<file path="config.mk">
export PLATFORM = sky130hd
export DESIGN_NAME = axi_read_master
export DESIGN_NICKNAME = d
export VERILOG_FILES = /design/src/rtl/axi_pkg.sv /design/src/rtl/axi_burst_split.sv /design/src/rtl/axi_read_master.sv
export SDC_FILE = /design/constraint.sdc
export NUM_CORES = 1
export LEC_CHECK = 0
export BUFFER_PORTS_ARGS = -buffer_cell sky130_fd_sc_hd__buf_2
export CORE_ASPECT_RATIO = 1.4
export CORE_MARGIN = 4
export CORE_UTILIZATION = 45
export DETAILED_ROUTE_END_ITERATION = 12
export GPL_ROUTABILITY_DRIVEN = 0
export GPL_TIMING_DRIVEN = 0
export HOLD_SLACK_MARGIN = 0.12
export PLACE_DENSITY = 0.7
export SLEW_MARGIN = 20
export SYNTH_ARGS = -nofsm -noshare
export SYNTH_HDL_FRONTEND = slang
export SYNTH_HIERARCHICAL = 1
export SYNTH_SLANG_ARGS = --single-unit
</file>
<file path="constraint.sdc">
create_clock -name clk -period 2.4 [get_ports clk]
set_clock_uncertainty 0.1 [all_clocks]
set_input_delay 0.72 -clock clk [delete_from_list [all_inputs] [get_ports clk]]
set_output_delay 0.72 -clock clk [all_outputs]
set_load 0.02 [all_outputs]
</file>
<file path="src/rtl/axi_pkg.sv">
// Shared AXI definitions: burst and response codes, read-master states,
// and the 4 KB page size that bursts may not cross.
package axi_pkg;

    localparam logic [1:0] BURST_FIXED = 2'b00;
    localparam logic [1:0] BURST_INCR  = 2'b01;
    localparam logic [1:0] BURST_WRAP  = 2'b10;

    localparam logic [1:0] RESP_OKAY   = 2'b00;
    localparam logic [1:0] RESP_EXOKAY = 2'b01;
    localparam logic [1:0] RESP_SLVERR = 2'b10;
    localparam logic [1:0] RESP_DECERR = 2'b11;

    localparam int unsigned BOUNDARY_4K = 32'd4096;

    typedef enum logic [1:0] {
        IDLE = 2'd0,
        AR   = 2'd1,
        DATA = 2'd2
    } rd_state_e;

    // An error response is any code with the upper bit set (SLVERR/DECERR).
    function automatic logic resp_is_err(input logic [1:0] resp);
        return (resp == RESP_SLVERR) || (resp == RESP_DECERR);
    endfunction

endpackage

</file>
<file path="src/rtl/axi_burst_split.sv">
// Splits a read command into at most two INCR bursts so that no burst
// crosses a 4 KB page. Purely combinational.
module axi_burst_split
    import axi_pkg::*;
#(
    parameter int ADDR_W = 32,
    parameter int SIZE_W = 2
)(
    input  logic [ADDR_W-1:0] i_addr,        // word-aligned start address
    input  logic [8:0]        i_total,       // total beats, 1..256
    output logic [7:0]        o_first_len,   // first burst beats minus 1
    output logic              o_has_second,
    output logic [ADDR_W-1:0] o_second_addr, // next page start
    output logic [7:0]        o_second_len   // second burst beats minus 1
);

    localparam int HI_W = ADDR_W - 12;

    logic [12:0]     w_to_bnd;
    logic [8:0]      w_first;
    logic [8:0]      w_rem;
    logic [HI_W-1:0] w_page_next;

    // Beats left before the page boundary, first burst size and remainder.
    always_comb begin
        w_to_bnd    = (13'(BOUNDARY_4K) - {1'b0, i_addr[11:0]}) >> SIZE_W;
        if (w_to_bnd > {4'd0, i_total}) begin
            w_first = i_total;
        end else begin
            w_first = w_to_bnd[8:0];
        end
        w_rem       = i_total - w_first;
        w_page_next = i_addr[ADDR_W-1:12] + HI_W'(1);
    end

    assign o_first_len   = 8'(w_first - 9'd1);
    assign o_has_second  = (w_rem != 9'd0);
    assign o_second_addr = {w_page_next, 12'd0};
    assign o_second_len  = 8'(w_rem - 9'd1);

endmodule

</file>
<file path="src/rtl/axi_read_master.sv">
// AXI4 read initiator: accepts (address, beat count) commands, issues one or
// two INCR bursts (split at 4 KB), and passes read beats straight through to
// a ready/valid requester stream. One burst outstanding at a time.
module axi_read_master
    import axi_pkg::*;
#(
    parameter int ADDR_W = 32,
    parameter int DATA_W = 32,
    parameter int ID_W   = 4,
    parameter logic [ID_W-1:0] ID_VAL = {ID_W{1'b0}}
)(
    input  logic              clk,
    input  logic              rst,
    input  logic              cmd_valid,
    output logic              cmd_ready,
    input  logic [ADDR_W-1:0] cmd_addr,
    input  logic [7:0]        cmd_len,
    output logic [DATA_W-1:0] dout_data,
    output logic              dout_last,
    output logic              dout_err,
    output logic              dout_valid,
    input  logic              dout_ready,
    output logic [ID_W-1:0]   arid,
    output logic [ADDR_W-1:0] araddr,
    output logic [7:0]        arlen,
    output logic [2:0]        arsize,
    output logic [1:0]        arburst,
    output logic              arvalid,
    input  logic              arready,
    input  logic [ID_W-1:0]   rid,
    input  logic [DATA_W-1:0] rdata,
    input  logic [1:0]        rresp,
    input  logic              rlast,
    input  logic              rvalid,
    output logic              rready
);

    localparam int SIZE_W = $clog2(DATA_W / 8);
    localparam logic [ADDR_W-1:0] ADDR_MASK = ~(ADDR_W'((32'd1 << SIZE_W) - 32'd1));

    rd_state_e         r_state;
    rd_state_e         w_next;

    logic [ADDR_W-1:0] r_araddr;
    logic [7:0]        r_arlen;
    logic              r_arvalid;
    logic [ADDR_W-1:0] r_addr2;
    logic [7:0]        r_len2;
    logic              r_has2;
    logic [7:0]        r_beat_cnt;

    logic [ADDR_W-1:0] w_addr_al;
    logic [8:0]        w_total;
    logic [7:0]        w_first_len;
    logic              w_has2;
    logic [ADDR_W-1:0] w_addr2;
    logic [7:0]        w_len2;
    logic              w_in_data;
    logic              w_beat;
    logic              w_burst_last;
    logic              w_ar_hs;

    assign w_addr_al = cmd_addr & ADDR_MASK;
    assign w_total   = {1'b0, cmd_len} + 9'd1;

    axi_burst_split #(
        .ADDR_W (ADDR_W),
        .SIZE_W (SIZE_W)
    ) u_split (
        .i_addr        (w_addr_al),
        .i_total       (w_total),
        .o_first_len   (w_first_len),
        .o_has_second  (w_has2),
        .o_second_addr (w_addr2),
        .o_second_len  (w_len2)
    );

    assign w_in_data    = (r_state == DATA);
    assign w_beat       = w_in_data && rvalid && dout_ready;
    assign w_burst_last = (r_beat_cnt == r_arlen);
    assign w_ar_hs      = r_arvalid && arready;

    // State register.
    always_ff @(posedge clk or negedge rst) begin
        if (!rst) begin
            r_state <= IDLE;
        end else begin
            r_state <= w_next;
        end
    end

    // Next-state decode.
    always_comb begin
        w_next = r_state;
        case (r_state)
            IDLE: begin
                if (cmd_valid) begin
                    w_next = AR;
                end else begin
                    w_next = IDLE;
                end
            end
            AR: begin
                if (w_ar_hs) begin
                    w_next = DATA;
                end else begin
                    w_next = AR;
                end
            end
            DATA: begin
                if (w_beat && w_burst_last) begin
                    w_next = r_has2 ? AR : IDLE;
                end else begin
                    w_next = DATA;
                end
            end
            default: w_next = IDLE;
        endcase
    end

    // Command capture, AR channel registers and per-burst beat counter.
    always_ff @(posedge clk or negedge rst) begin
        if (!rst) begin
            r_araddr   <= {ADDR_W{1'b0}};
            r_arlen    <= 8'd0;
            r_arvalid  <= 1'b0;
            r_addr2    <= {ADDR_W{1'b0}};
            r_len2     <= 8'd0;
            r_has2     <= 1'b0;
            r_beat_cnt <= 8'd0;
        end else begin
            case (r_state)
                IDLE: begin
                    if (cmd_valid) begin
                        r_araddr   <= w_addr_al;
                        r_arlen    <= w_first_len;
                        r_has2     <= w_has2;
                        r_addr2    <= w_addr2;
                        r_len2     <= w_len2;
                        r_arvalid  <= 1'b1;
                        r_beat_cnt <= 8'd0;
                    end
                end
                AR: begin
                    if (w_ar_hs) begin
                        r_arvalid <= 1'b0;
                    end
                end
                DATA: begin
                    if (w_beat) begin
                        if (w_burst_last) begin
                            r_beat_cnt <= 8'd0;
                            if (r_has2) begin
                                // Second half of a split command.
                                r_araddr  <= r_addr2;
                                r_arlen   <= r_len2;
                                r_has2    <= 1'b0;
                                r_arvalid <= 1'b1;
                            end
                        end else begin
                            r_beat_cnt <= r_beat_cnt + 8'd1;
                        end
                    end
                end
                default: begin
                    r_arvalid <= 1'b0;
                end
            endcase
        end
    end

    // Requester-side stream: zero-latency pass-through while in DATA.
    always_comb begin
        cmd_ready  = (r_state == IDLE);
        rready     = w_in_data && dout_ready;
        dout_valid = w_in_data && rvalid;
        dout_data  = rdata;
        dout_last  = w_in_data && rvalid && w_burst_last && !r_has2;
        dout_err   = w_in_data && rvalid &&
                     (resp_is_err(rresp) || (rid != ID_VAL) || (rlast != w_burst_last));
    end

    assign arid    = ID_VAL;
    assign araddr  = r_araddr;
    assign arlen   = r_arlen;
    assign arsize  = 3'(SIZE_W);
    assign arburst = BURST_INCR;
    assign arvalid = r_arvalid;

endmodule

</file>
==> summary.md, run 1 <==
| Metric | Value |
|---|---|
| Status | finished with violations |
| Violated checks | setup timing |
| Root Buffer | clkbuf_16 |
| Layout cell share with drive strength beyond 1 | 38.9% |
| Min-Delay Path Class | in -> async |
| Wire length per cell | 15.1 µm |
| Tcrit/Tclk final | 248% |
| Static Leak | 4.31 nW |
| Critical path data arrival time | 6.06 ns |
| Setup ws final | -3.56 ns |
| Crit-path most repeated cell | ha_4 |
| Die outline width | 111 µm |
| Crit end category | flip-flop |
| Worst slack, placed | -4.81 ns |
| GRT Total Usage | 20.9% |
| Async set-reset flop share out of synthesis | 100% |
| Setup TNS | -40.44 ns |
| Total die area | 0.0169 mm² |
| Count leader, synth | nand2_1 |
| Worst rel slew slack | 39.6% |
| # rows | 52 |
| Port Buf Inserts | 127 |
| IO Pins | 172 |
| Syn Inst Count | 807 |
| CP Max Fanout | 6 |
| Post-DP HPWL | 13.1 mm |
| Htree depth | 3 |
| Max cap viols | 0 |
| P&R area growth vs syn | 34.4% |
| Nets | 1110 |
| Largest area contributor in the netlist | dfrtp_1 |
| Drt pass-1 iters | 5 |
| Vias per inst | 5.11 |
| Crit path kind | in -> reg |
| Initial Util | 46.0% |
| Synth warnings | 6 |
| Final setup fails | 19 |
| Routed Wire Length | 18.0 mm |
| CP max stage cell | or4b_4 |
| Num Clock Sinks | 92 |
| Largest cells by area after synthesis | dfrtp_1, nand2_1, buf_4, xnor2_1, mux2_4 |
| Core Footprint | 0.0145 mm² |
| Total CTS buffers | 9 |
| CP required | 2.51 ns |
| Sequential share of the synthesized area | 34.5% |
| Final Total Pwr | 8.15 mW |
| Cell Pwr Density | 909 mW/mm² |
| Post-synth cell types | 70 |
| CP max stage delay | 0.53 ns |
| Worst-Skew Late Latency | 0.33 ns |
| Worst Setup Start Kind | primary input |
| Synth Cell Area | 0.00667 mm² |
| Final min period | 5.96 ns |
| EDFF count, synth | 0 |
| Share of the synthesized area in the top cell type | 34.5% |
| Vias in the first global route | 6123 |
| Die height | 152 µm |
| Diode count | 0 |
| Cts hold-fix bufs | 0 |
| Initial antenna violation count | 0 |
| Post-route ant nets | 0 |
| Worst slew pin tran | 0.901 ns |
| Number of synthesized register bits | 92 |
| FF-to-FF setup slack | 0.23 ns |
| Hold Fails Final Rpt | 0 |
| DRC violations left | 0 |
| Final core occ | 61.8% |
| Worst hold slack | 0.195 ns |
| RSZ-0062 raised after global routing | true |
| Clock slew at reported path FFs | 0.06 ns |
| VDD IR-drop max | 0.000496 V |
| Max Root-Sink Buffers | 2 |
| Ys flop type | dfrtp_1 |
| Pin count of the biggest net entering global routing | 51 |
| Max Transition Viols Final | 0 |
| Commonest cells post-synth | nand2_1, dfrtp_1, buf_4, xnor2_1 |
| Global route total overflow | 0 |
| CTS tree | done |
| Syn avg cell area | 8.27 µm² |
| DR iter-0 viols | 267 |
| First-pass GRT wire length | 29.6 mm |
| Fmax | 0.168 GHz |
| Vias | 6125 |
[registers in the layout, summed over array words and instances, names as in the netlist]
signal	count
r_len2	8
r_addr2	32
r_has2	1
arvalid	1
r_beat_cnt	8
araddr	32
r_state	2
arlen	8
[timing repair]
action                                 4_1_cts  5_1_grt
setup endpoints to repair                   21       26
endpoints found under the hold margin        0        0
pin swaps                                   43       33
cloned                                       0        0
gates resized for setup                     70       50
buffers inserted                            43       16
[worst max-delay path: cells and delay by family]
family | cells | cell delay, ns
AO/OA/AOI/OAI | 9 | 1.61
adder cells (fa/ha/maj) | 3 | 0.50
buffers and inverters | 5 | 0.48
multiplexers | 1 | 0.30
AND/OR/NAND/NOR | 9 | 2.45
[cell usage in the layout (no fill, tap or decap), types with 4 or more instances in the layout]
| master | netlist | final |
|---|---|---|
| nand3_1 | 24 | 23 |
| nor3_2 | 0 | 4 |
| nand4_1 | 9 | 9 |
| clkbuf_16 | 0 | 9 |
| nor2b_1 | 4 | 4 |
| inv_1 | 24 | 20 |
| xor2_1 | 11 | 11 |
| nand2_2 | 0 | 5 |
| o21ai_0 | 14 | 11 |
| dfrtp_1 | 92 | 78 |
| conb_1 | 3 | 29 |
| and3_1 | 6 | 4 |
| ha_4 | 0 | 7 |
| buf_4 | 55 | 86 |
| and2_1 | 5 | 4 |
| nor2_1 | 23 | 17 |
| xnor2_2 | 2 | 15 |
| buf_2 | 4 | 122 |
| mux2_4 | 20 | 22 |
| dfrtp_2 | 0 | 14 |
| nand2b_1 | 4 | 4 |
| a21oi_4 | 1 | 6 |
| mux2i_1 | 5 | 5 |
| nor3_1 | 15 | 9 |
| buf_6 | 2 | 14 |
| mux2_2 | 19 | 17 |
| clkbuf_1 | 23 | 16 |
| ha_1 | 20 | 13 |
| xnor2_1 | 46 | 32 |
| nor2_4 | 1 | 5 |
| or3_1 | 4 | 4 |
| nand2_1 | 270 | 263 |
| a21oi_1 | 23 | 16 |
[cells by family (layout without fill, tap and decap cells)]
group,count (synthesis),count (layout),share of synthesized area (%)
other cells,3,29,0.169
fa+ha+maj,24,24,4.35
xor+xnor,59,59,7.97
simple gates,391,391,25.9
compound gates,81,81,8.44
flops,92,92,34.5
mux,44,44,8.46
buf+inv,113,289,10.2
[final cells by class]
cell class / instances / area [µm²]
Buffer: 85 / 618
Clock buffer: 9 / 225
Clock inverter: 6 / 96.3
Fill cell: 1272 / 5540
Inverter: 24 / 95.1
Multi-Input combinational cell: 628 / 4370
Sequential cell: 92 / 2320
Tap cell: 189 / 236
Timing Repair Buffer: 165 / 1010
[where the power goes]
group          total, mW  switching [mW]  internal, mW  leakage [nW]
Combinational       3.90            2.14          1.76          3.04
Sequential          2.71           0.450          2.26          1.12
Clock               1.54           0.621         0.920         0.154
Total               8.15            3.21          4.94          4.31
[path summary, 6_finish.rpt]
check,start,cells after the start,endpoint
min,rst,1,araddr[29]
min in group clk,r_len2[3],2,r_len2[3]
max,cmd_addr[3],27,r_has2
max reg2reg,r_state[0],8,araddr[9]
max in group asynchronous,rst,2,araddr[11]
min reg2reg,r_len2[3],2,r_len2[3]
[layer usage]
layer  share of wire [%]  global-route usage (%)  vias to the layer above
li1                    -                       -                     3003
met1                  40                    24.8                     2866
met2                  50                    36.2                      207
met3                 5.5                    3.62                       49
met4                 4.4                    10.6                        0
met5                   0                       0                        -
[through the flow]
step,area (µm²),instances
after floorplan,6980,833
after detailed placement,7890,1150
after CTS,8780,1199
final,8970,1198
after global placement,7850,1149
after global routing,8970,1198
Power figures use the tool's default switching activity.
==> run 2, diff against run 1 <==
--- a/config.mk
+++ b/config.mk
@@ -14,6 +14,7 @@
 export GPL_TIMING_DRIVEN = 0
 export HOLD_SLACK_MARGIN = 0.12
 export PLACE_DENSITY = 0.7
+export REMOVE_ABC_BUFFERS = 1
 export SLEW_MARGIN = 20
 export SYNTH_ARGS = -nofsm -noshare
 export SYNTH_HDL_FRONTEND = slang
==> run 2 against run 1 <==
Net effect: critical endpoint unchanged; critical path type unchanged; worst hold slack better by 0.18 ns; sequential cell count unchanged; count of clock-buffer cells in the layout up 2; the flow still finishes with violations (setup timing); final cell count down 7.5%; die area unchanged; largest cell class unchanged; wire length up 2.7%; clock power down 11%; core utilization down 4.7 points; critical path depth down 3; power down 3.7%.
==> summary.md, run 2 (synthesis gave the netlist of run 1 again) <==
| Metric | Value |
|---|---|
| Worst min-delay path startpoint | r_addr2[10] |
| GR peak layer | met2 |
| Violated checks | setup timing |
| Total CTS buffers | 9 (unchanged) |
| Worst Setup Start Kind | primary input |
| # rows | 52 (unchanged) |
| Cell Pwr Density | 948 mW/mm² (+4.3%) |
| Max cap viols | 0 (unchanged) |
| Reg2reg end | araddr[26] |
| Vias per inst | 5.31 (+3.9%) |
| Total die area | 0.0169 mm² (unchanged) |
| Nets | 1019 (-8.2%) |
| Final setup fails | 19 (unchanged) |
| CP max stage cell | or4b_4 |
| First-pass GRT wire length | 28.8 mm (-2.8%) |
| Post-route ant nets | 0 (unchanged) |
| Core Footprint | 0.0145 mm² (unchanged) |
| P&R area growth vs syn | 24.2% |
| Crit end category | flip-flop |
| FF-to-FF setup slack | 0.11 ns (-0.12 ns) |
| IO Pins | 172 (unchanged) |
| Wire length per cell | 16.7 µm (+11%) |
| Pin count of the biggest net entering global routing | 78 (+53%) |
| Port Buf Inserts | 95 (-25%) |
| Crit path kind | in -> reg |
| Worst rel slew slack | 38.7% (-0.94 points) |
| Vias | 5883 (-4.0%) |
| Static Leak | 3.97 nW (-8.0%) |
| Post-DP HPWL | 12.5 mm (-4.7%) |
| Setup ws final | -3.48 ns (+0.0791 ns) |
| Crit-path cells | buf_8, or4_4, or3_4, nor2_4, xnor2_2, ha_1, nand4_1, or3_1, o211ai_1, and2_4, mux2_4, inv_2, ha_4, or3b_4, o311ai_1, a211oi_2, o31ai_2, a31oi_2, a21oi_4, nand3b_1, nand3_2, or4b_4, a22oi_2, o21ai_1 |
| Commonest cells after routing, fill and taps aside | nand2_1, buf_2, dfrtp_1, buf_4, xnor2_1 |
| Worst slack, placed | -5.25 ns (-0.442 ns) |
| R2R depth | 7 (-1) |
| Diode count | 0 (unchanged) |
| Die outline width | 111 µm (unchanged) |
| Root Buffer | clkbuf_16 |
| Fill count | 1267 (-0.39%) |
| CTS tree | done |
| CP Capture Point | r_has2 |
| Worst hold slack | 0.374 ns (+0.179 ns) |
| GR Util met2 | 34.8% (-1.4 points) |
| DRC violations left | 0 (unchanged) |
| Min-Delay Path Class | reg -> reg |
| Clock slew at reported path FFs | 0.07 ns (about the same) |
| Worst-Skew Late Latency | 0.34 ns (about the same) |
| CP max stage delay | 0.57 ns (+0.04 ns) |
| Worst slew pin tran | 0.915 ns (+0.0140 ns) |
| Layout cell share with drive strength beyond 1 | 33.1% (-5.9 points) |
| RSZ-0062 raised after global routing | true |
| GRT Total Usage | 20.8% (-0.14 points) |
| CP Max Fanout | 5 (-1) |
| Commonest non-fill, non-tap cell in the layout | nand2_1 |
| CP required | 2.51 ns (about the same) |
| Vias in the first global route | 5768 (-5.8%) |
| Worst flop-to-flop path startpoint | r_beat_cnt[4] |
| Hold Fails Final Rpt | 0 (unchanged) |
| Tcrit/Tclk final | 245% (-3.3 points) |
| Drt pass-1 iters | 5 (unchanged) |
| Routing usage on met1 | 24.5% (-0.30 points) |
| Final min period | 5.88 ns (-0.0791 ns) |
| Htree depth | 3 (unchanged) |
| Die height | 152 µm (unchanged) |
| DR iter-0 viols | 368 (+38%) |
| VDD IR-drop max | 0.000470 V (-5.4%) |
| Initial antenna violation count | 0 (unchanged) |
| Max Root-Sink Buffers | 2 (unchanged) |
| Critical path data arrival time | 5.98 ns (-0.08 ns) |
| Crit path from | cmd_addr[2] |
| Routed Wire Length | 18.5 mm (+2.7%) |
| Fmax | 0.170 GHz (+1.3%) |
| M3 GR Usage | 5.65% (+2.0 points) |
| Global route total overflow | 0 (unchanged) |
| Max Transition Viols Final | 0 (unchanged) |
| Status | finished with violations |
| Initial Util | 46.0% (unchanged) |
| Num Clock Sinks | 92 (unchanged) |
## run 2: cell types whose count changed in the layout (fill, tap and decap cells not counted), moves of 3 or more
cell / change
dfrtp_2: -10
clkbuf_1: -16
ha_1: +3
ha_4: -3
dfrtp_1: +10
buf_4: -39
buf_2: -32
a21oi_4: -3
a21oi_2: +4
## run 2: cell type report
class | count | area, µm² | share of cell area (%)
clock buffers | 11 | 253 | 3.05
clock inverters | 5 | 36.3 | 0.438
inverters | 24 | 95.1 | 1.15
multi-input cells | 630 | 4260 | 51.4
flip-flops and latches | 92 | 2310 | 27.8
well taps | 189 | 236 | 2.85
repair buffers | 157 | 1100 | 13.2
## run 2: worst min-delay path by stage
stage	endpoint	slack, ns	depth (start not counted)
6_report	r_addr2[10]	0.37	2
4_1_cts	r_len2[6]	0.38	2
5_1_grt	r_addr2[13]	0.40	2
3_3_place_gp	r_addr2[31]	0.36	2
2_1_floorplan	araddr[0]	0.32	0
3_5_place_dp	r_len2[0]	0.36	2
## run 2: repair_timing
action,in CTS,in global routing
gates resized for setup,82,37
setup buffers,33,21
gates cloned,2,1
hold buffers,1,0
endpoints found under the hold margin,15,0
endpoints found under the setup margin,53,37
pin swaps,37,38
## run 2: power breakdown
part           switching [mW]  total (mW)  internal [mW]
Clock                   0.606        1.37          0.759
Sequential              0.461        2.71           2.25
Combinational            2.05        3.78           1.73
Total                    3.12        7.85           4.73
## run 2: through the flow
stage	setup TNS [ns]	utilization [%]	cell area (µm²)	power, mW	cells
after global placement	-287.27	47.5	6890	5.80	1028
after floorplan	-118.89	-	6180	4.87	744
after detailed placement	-74.81	48.7	7070	5.97	1039
final	-39.47	57.1	8290	7.85	1108
after CTS	-37.72	55.0	7990	7.66	1091
after global routing	-42.10	57.1	8290	8.36	1108
## run 2: metal layers
layer | part of all wire [%] | vias up
met4 | 3.7 | 0
met1 | 39 | 2788
met3 | 6.6 | 51
met5 | 0 | -
li1 | - | 2824
met2 | 50 | 220
## run 2: critical path: cells and delay by family
| family | cells | cell delay [ns] |
|---|---|---|
| AO/OA/AOI/OAI | 8 | 1.24 |
| XOR/XNOR | 1 | 0.09 |
| adder cells (fa/ha/maj) | 2 | 0.49 |
| buffers and inverters | 2 | 0.17 |
| multiplexers | 1 | 0.31 |
| AND/OR/NAND/NOR | 10 | 2.95 |
